**src/rtl/sram_like_arbiter.sv**
```systemverilog
// N-channel sram-like request arbiter with an in-order ID FIFO for routing data_ok back to masters.
// Define SRAM_ARB_RR_EN for round-robin grant; otherwise fixed priority (lowest index wins).
module sram_like_arbiter #(
    parameter int NUM_CH   = 2,
    parameter int OT_DEPTH = 4,
    parameter int ADDR_W   = 32,
    parameter int DATA_W   = 32
) (
    input  logic                       clk,
    input  logic                       resetn,
    input  logic [NUM_CH-1:0]          m_req,
    input  logic [NUM_CH-1:0]          m_wr,
    input  logic [2*NUM_CH-1:0]        m_size,
    input  logic [(DATA_W/8)*NUM_CH-1:0] m_wstrb,
    input  logic [ADDR_W*NUM_CH-1:0]   m_addr,
    input  logic [DATA_W*NUM_CH-1:0]   m_wdata,
    output logic [NUM_CH-1:0]          m_addr_ok,
    output logic [NUM_CH-1:0]          m_data_ok,
    output logic [DATA_W-1:0]          m_rdata,
    output logic                       s_req,
    output logic                       s_wr,
    output logic [1:0]                 s_size,
    output logic [DATA_W/8-1:0]        s_wstrb,
    output logic [ADDR_W-1:0]          s_addr,
    output logic [DATA_W-1:0]          s_wdata,
    input  logic                       s_addr_ok,
    input  logic                       s_data_ok,
    input  logic [DATA_W-1:0]          s_rdata,
    output logic                       err_unexp
);

    localparam int STRB_W = DATA_W / 8;
    localparam int IDX_W  = (NUM_CH > 1) ? $clog2(NUM_CH) : 1;
    localparam int PTR_W  = $clog2(OT_DEPTH);
    localparam int CNT_W  = PTR_W + 1;

    logic [CNT_W-1:0] count;
    logic [PTR_W-1:0] wr_ptr;
    logic [PTR_W-1:0] rd_ptr;
    logic [IDX_W-1:0] id_fifo [OT_DEPTH];
    logic             lock;
    logic [IDX_W-1:0] lock_idx;
    logic [IDX_W-1:0] arb_idx;
    logic [IDX_W-1:0] grant;
    logic             hs;
    logic             pop;

`ifdef SRAM_ARB_RR_EN
    logic [IDX_W-1:0] rr_ptr;
    logic             found;
    int               cand;

    always_comb begin
        arb_idx = rr_ptr;
        found   = 1'b0;
        cand    = 0;
        for (int k = 0; k < NUM_CH; k++) begin
            cand = (int'(rr_ptr) + k) % NUM_CH;
            if (!found && m_req[cand]) begin
                arb_idx = IDX_W'(cand);
                found   = 1'b1;
            end
        end
    end

    always_ff @(posedge clk or negedge resetn) begin
        if (!resetn) begin
            rr_ptr <= '0;
        end else if (hs) begin
            rr_ptr <= (grant == IDX_W'(NUM_CH - 1)) ? '0 : grant + IDX_W'(1);
        end
    end
`else
    always_comb begin
        arb_idx = '0;
        for (int k = NUM_CH - 1; k >= 0; k--) begin
            if (m_req[k]) arb_idx = IDX_W'(k);
        end
    end
`endif

    // Full is judged on the registered count, so a pop in the same cycle cannot reopen s_req.
    assign grant = lock ? lock_idx : arb_idx;
    assign s_req = (|m_req) && (count < CNT_W'(OT_DEPTH));
    assign hs    = s_req && s_addr_ok;
    assign pop   = s_data_ok && (count != '0);

    assign s_wr    = m_wr[grant];
    assign s_size  = m_size[2*int'(grant) +: 2];
    assign s_wstrb = m_wstrb[STRB_W*int'(grant) +: STRB_W];
    assign s_addr  = m_addr[ADDR_W*int'(grant) +: ADDR_W];
    assign s_wdata = m_wdata[DATA_W*int'(grant) +: DATA_W];
    assign m_rdata = s_rdata;

    always_comb begin
        m_addr_ok = '0;
        m_data_ok = '0;
        if (hs)  m_addr_ok[grant]           = 1'b1;
        if (pop) m_data_ok[id_fifo[rd_ptr]] = 1'b1;
    end

    always_ff @(posedge clk or negedge resetn) begin
        if (!resetn) begin
            count     <= '0;
            wr_ptr    <= '0;
            rd_ptr    <= '0;
            lock      <= 1'b0;
            lock_idx  <= '0;
            err_unexp <= 1'b0;
        end else begin
            if (hs) begin
                lock <= 1'b0;
            end else if (s_req) begin
                lock     <= 1'b1;
                lock_idx <= grant;
            end
            if (hs)  wr_ptr <= wr_ptr + PTR_W'(1);
            if (pop) rd_ptr <= rd_ptr + PTR_W'(1);
            case ({hs, pop})
                2'b10:   count <= count + CNT_W'(1);
                2'b01:   count <= count - CNT_W'(1);
                default: count <= count;
            endcase
            if (s_data_ok && (count == '0)) err_unexp <= 1'b1;
        end
    end

    // ID storage is data only; validity is tracked by count and the pointers.
    always_ff @(posedge clk) begin
        if (hs) id_fifo[wr_ptr] <= grant;
    end

endmodule

```
**config.mk**
```make
export PLATFORM = sky130hd
export DESIGN_NAME = sram_like_arbiter
export DESIGN_NICKNAME = d
export VERILOG_FILES = /design/src/rtl/sram_like_arbiter.sv
export SDC_FILE = /design/constraint.sdc
export NUM_CORES = 1
export LEC_CHECK = 0
export ABC_AREA = 1
export ABC_CLOCK_PERIOD_IN_PS = 2700
export BUFFER_PORTS_ARGS = -buffer_cell sky130_fd_sc_hd__buf_2
export CAP_MARGIN = 30
export CELL_PAD_IN_SITES_DETAIL_PLACEMENT = 1
export CELL_PAD_IN_SITES_GLOBAL_PLACEMENT = 2
export CORE_MARGIN = 8
export CORE_UTILIZATION = 13
export CTS_CLUSTER_SIZE = 28
export DETAILED_ROUTE_END_ITERATION = 7
export PLACE_DENSITY = 0.85
export SYNTH_ARGS = -nofsm -noshare
export SYNTH_HDL_FRONTEND = slang
export SYNTH_SLANG_ARGS = --single-unit
```
**constraint.sdc**
```tcl
create_clock -name clk -period 2.7 [get_ports clk]
set_clock_uncertainty 0.05 [all_clocks]
set_input_delay 0.54 -clock clk [delete_from_list [all_inputs] [get_ports clk]]
set_output_delay 0.54 -clock clk [all_outputs]
set_load 0.005 [all_outputs]
```
Yosys cells after proc, flatten, opt, wreduce, memory -nomap -nowiden
Memory sizes are Yosys's and may differ from the RTL's.
Cells that the tools add are included.
{"block": "word_totals", "ramBits": 4, "n_memories": 1, "ff_bits": 10, "output_inout_bits": 109}
{"name": "id_fifo", "words": 4, "width": 1, "read_ports": 1, "rd_ports_with_merged_regs": 0, "write_ports": 1, "line_no": "40", "source": "logic [IDX_W-1:0] id_fifo [OT_DEPTH];"}
{"block": "op_classes", "eq_ne": 2, "order_cmp": 5, "bitwise_logic": 1, "addsub": 4, "shift": 4, "reduce_logical": 12, "muxes": 16}
{"op": "64-bit by 7-bit variable part select with 32-bit output", "n": 2}
{"op": "1-bit two-way mux", "n": 11}
{"op": "8-bit by 4-bit variable part select with 4-bit output", "n": 1}
{"op": "1-bit logical AND", "n": 6}
{"op": "3-bit one-hot mux with 2 select lines", "n": 1}
{"op": "2-bit by 1-bit adder with 2-bit output (second input constant)", "n": 2}
{"op": "1-bit by 2-bit < comparator with 1-bit output (second input constant)", "n": 2}
{"op": "2-bit two-way mux", "n": 2}
{"op": "2-bit nonzero test", "n": 2}
{"op": "4-bit by 3-bit variable part select with 2-bit output", "n": 1}
{"op": "3-bit by 1-bit adder with 3-bit output (second input constant)", "n": 1}
{"op": "3-bit zero test", "n": 1}
{"op": "3-bit < comparator (second input constant)", "n": 1}
{"op": "3-bit nonzero test", "n": 1}
{"op": "3-bit by 1-bit subtractor with 3-bit output (second input constant)", "n": 1}
{"op": "1-bit demux with 1-bit select", "n": 2}
{"op": "2-bit by 1-bit equality test with 1-bit output (second input constant)", "n": 1}
{"op": "2-bit equality test (second input constant)", "n": 1}
{"op": "1-bit greater-or-equal comparator (second input constant)", "n": 2}
{"op": "2-bit AND reduction", "n": 1}
{"op": "2-bit OR reduction", "n": 1}
{"op": "1-bit inverter", "n": 1}

Depth between registers and ports, before layout
{"block": "logic_depth", "word_depth": 8, "mapped_depth": 12, "ltp_nobuf": 12}

Worst setup path after synthesis
OpenSTA, ideal clock, no wires.
{"block": "synth_path", "path_type": "input -> register", "startpoint": "input port m_req[1]", "endpoint": "register count[1]", "slack_ns": 0.714, "required_time_ns": 2.567, "stages": 7, "arrival_ns": 1.853, "cell_sequence": "nor2_1 -> nor2_1 -> nand2_2 -> ha_1 -> inv_1 -> fa_1 -> o21ai_0"}
{"block": "synth_between", "elab_chain_len": 5, "word_cells_on_any_way": 7}
{"item": "from (decl)", "line_no": "11", "source": "input logic [NUM_CH-1:0] m_req,"}
{"item": "2-bit OR reduction (*)", "line_no": "84", "source": "assign s_req = (|m_req) && (count < CNT_W'(OT_DEPTH));"}
{"item": "1-bit logical AND (*)", "line_no": "84"}
{"item": "net s_req", "line_no": "20", "source": "output logic s_req,"}
{"item": "1-bit logical AND (*)", "line_no": "85", "source": "assign hs = s_req && s_addr_ok;"}
{"item": "2-bit by 1-bit equality test with 1-bit output or 2-bit equality test (tied branches)", "line_no": "119", "source": "case ({hs, pop})"}
{"item": "3-bit one-hot mux with 2 select lines or 2-bit nonzero test (tied branches)"}
{"item": "to (signal assigned)", "line_no": "120", "source": "2'b10: count <= count + CNT_W'(1);"}
{"item": "to (signal assigned)", "line_no": "121", "source": "2'b01: count <= count - CNT_W'(1);"}
{"item": "to (signal assigned)", "line_no": "122", "source": "default: count <= count;"}
{"item": "to (decl)", "line_no": "37", "source": "logic [CNT_W-1:0] count;"}
Mark *: on every way through the listed nets, which the timed path passes. The rest lies on a longest branch.
A chain may end at the register's enable or synchronous reset.

Worst setup path in the final report
{"block": "layout_path", "startpoint": "register lock", "endpoint": "output port s_addr[31]"}
{"block": "layout_between", "elab_chain_len": 2}
{"item": "from (decl)", "line_no": "41", "source": "logic lock;"}
{"item": "from (signal assigned)", "line_no": "107", "source": "lock <= 1'b0;"}
{"item": "from (signal assigned)", "line_no": "112", "source": "lock <= 1'b0;"}
{"item": "from (signal assigned)", "line_no": "114", "source": "lock <= 1'b1;"}
{"item": "1-bit two-way mux", "line_no": "83", "source": "assign grant = lock ? lock_idx : arb_idx;"}
{"item": "64-bit by 7-bit variable part select with 32-bit output", "line_no": "91", "source": "assign s_addr = m_addr[ADDR_W*int'(grant) +: ADDR_W];"}
{"item": "to (decl)", "line_no": "24", "source": "output logic [ADDR_W-1:0] s_addr,"}
No other way between the ends.

==> qor.yml <==
power_and_ir_drop:
  total_power_w: 0.002318
  power_frac_seq_pct: 16.2
  p_int_w: 0.001202
  p_leak_nw: 2.007
  vdd_drop_max_uv: 211.4
  sw_frac_of_total_pct: 48.14
  p_sw_w: 0.001116
  p_per_area_nw_per_um2: 717.0
  combPwrFrac_pct: 71.7
  clock_power_share_pct: 12.1
grt:
  grt-ovfl-total: 0
  grt_pass1_vias: 3050
  grt_pass1_wl_um: 15600
  track_usage_pct: 9.448
  grt_max_degree: 51
  antenna_found_initial: 0
cells_and_area:
  drive_gt1_share_pct: 43.14
  mostFrequentLayoutCells: "224 x buf_2, 173 x nand2_1, 80 x nand3_1, 20 x inv_1, 10 x dfrtp_1"
  syn_to_final_growth_pct: 56.80
  final_net_count: 734
  final_common_cell: "buf_2"
  diodes: 0
floorplanning:
  io_pins: 289
  rows: 46
  die_y_um: 141.9
  core-area_sq_um: 15710
  initial_core_util_pct: 13.12
  die_w_um: 141.9
  dieArea_sq_um: 20150
setup_path:
  slowest_stage: "dfrtp_1"
  cp_max_fo: 27
  arrival_ns: 1.66
  cpMostUsedCell: "nand2_1"
  crit_path_max_incr_delay_ns: 0.38
  critPathKind: "flip-flop to output pin"
  worstSetupStartpointType: "flip-flop"
  cp_top_family: "buffers and inverters"
  cp-end-kind: "output pin"
  path_cells: "inv_1, nand3b_1, nand2_2, buf_4, nand2_1, nand2_1, buf_2"
  crit_required_ns: 2.11
  crit_buf_inv: 3
clock_network:
  cts_root_buf: "clkbuf_16"
  clk_pin_slew_ns: 0.05
  post_cts_buffers: 0
  cts_buffers: 3
  cts_tree: "yes"
  hold_buffers: 0
  cts_resized: 0
  h-tree-depth: 1
  clock_sinks: 14
  cts_buffer_depth: 2
  insertion_delay_ns: 0.24
sta:
  min_period_ns: 2.246
  max_freq_mhz: 445.2
  finalHoldViolations: 0
  final_max_slew_viol_count: 0
  rsz0062_at_grt: "no"
  fin_setup_tns_ns: 0
  setup_viol: 0
  tightest_slew_ns: 0.3557
  whs_ns: 0.1080
  relSlewSlack_pct: 76.20
  fin_crit_sh_pct: 83.19
logic_synthesis:
  synth-warning-count: 0
  synth_nets: 554
  synth_cells: 368
  netlist_area_sq_um: 2062
  ys.flop_type: "dfrtp_1"
  async_flop_share_pct: 71.43
  synth_area_per_cell_sq_um: 5.603
  ys_seq_area_share_pct: 17.96
  ys_types: 20
  synth_seq_cells: 14
  synth_edf_count: 4
route:
  vias: 2926
  drc: 0
  via_per_inst: 3.835
  final_antenna_net_count: 0
  drt_iter0_markers: 121
  wl_per_cell_um: 13.55
  wl_um: 10340
  dr.pass1.iters: 4
placed_design:
  dp_hpwl_um: 8517
  port_buffers: 224
  routabilityCongestion: 0.7649
run:
  maxCapViolations: 0
status:
  status: "finished clean"
min_path:
  holdCritPathClass: "primary input to async pin"
area by class of cell:
cell class	instances	area, sq um
fillers	2091	12480
multi-input cells	279	1235
repair buffers	230	1204
flip-flops and latches	14	370.4
well taps	216	270.3
clock buffers	3	75.07
inverters	20	75.07
clock inverters	1	3.754
metal layers:
layer / track usage (%) / wire, um / vias up
met2: 17.07 / 5293 / 119
met5: 0 / 0 / -
met1: 9.934 / 3989 / 1312
met4: 1.639 / 122 / 0
li1: - / - / 1481
met3: 4.361 / 931 / 14
registers in the layout, summed over array words and instances (netlist names):
signal,cells
count,3
err_unexp,1
id_fifo,4
lock,1
lock_idx,1
rd_ptr,2
wr_ptr,2
cells in the mapped netlist, types with 2 or more instances:
cell      count  area (sq um)
buf_2         3         15.01
buf_4        33         247.7
buf_6         7         78.83
clkbuf_1     12         45.04
dfrtp_1      10         250.2
edfxtp_1      4         120.1
ha_1          5         62.56
inv_1        20         75.07
nand2_1     175         656.9
nand3_1      80         400.4
nor2_1        9         33.78
o21ai_0       2         10.01
kinds of logic after synthesis:
| family | synth area share, % |
|---|---|
| flip-flops | 17.96 |
| buffers and inverters | 22.39 |
| AND/OR/NAND/NOR | 54.13 |
| XOR/XNOR | 0.4248 |
| adder cells (fa/ha/maj) | 4.005 |
| AO/OA/AOI/OAI | 1.092 |
worst reg2reg max path, stage by stage (launching register included):
cell     delay [ns]
dfrtp_1        0.42
nor2_1         0.33
nand2_2        0.21
ha_1           0.28
inv_1          0.09
fa_1           0.41
o21ai_0        0.15
path summary, 6_finish.rpt:
| kind | from | endpoint | slack [ns] | cells past startpoint |
|---|---|---|---|---|
| max reg2reg | count[2] | count[1] | 0.69 | 6 |
| min reg2reg | err_unexp | err_unexp | 0.42 | 1 |
| max | lock | s_addr[31] | 0.45 | 7 |
| min in group clk | err_unexp | err_unexp | 0.42 | 1 |
| min | resetn | err_unexp | 0.11 | 1 |
| max in group asynchronous | resetn | count[0] | 2.29 | 1 |
metrics by stage:
step / area (sq um) / utilization (%) / instances / setup WS, ns
after floorplan: 2062 / - / 368 / 0.7144
after global routing: 3233 / 20.58 / 763 / 0.3010
after global placement: 3154 / 20.07 / 759 / 0.4919
after CTS: 3233 / 20.58 / 763 / 0.4353
final: 3233 / 20.58 / 763 / 0.4539
after detailed placement: 3154 / 20.07 / 759 / 0.4550
power groups by stage:
stage                     clock network, W  registers, W  logic [W]
after floorplan                          0      0.000355    0.00104
after global placement                   0      0.000379    0.00169
after detailed placement                 0      0.000381    0.00170
after CTS                         0.000288      0.000377    0.00171
after global routing              0.000302      0.000388    0.00191
final                             0.000281      0.000374    0.00166
No activity file was read; power rests on OpenSTA's default activity.
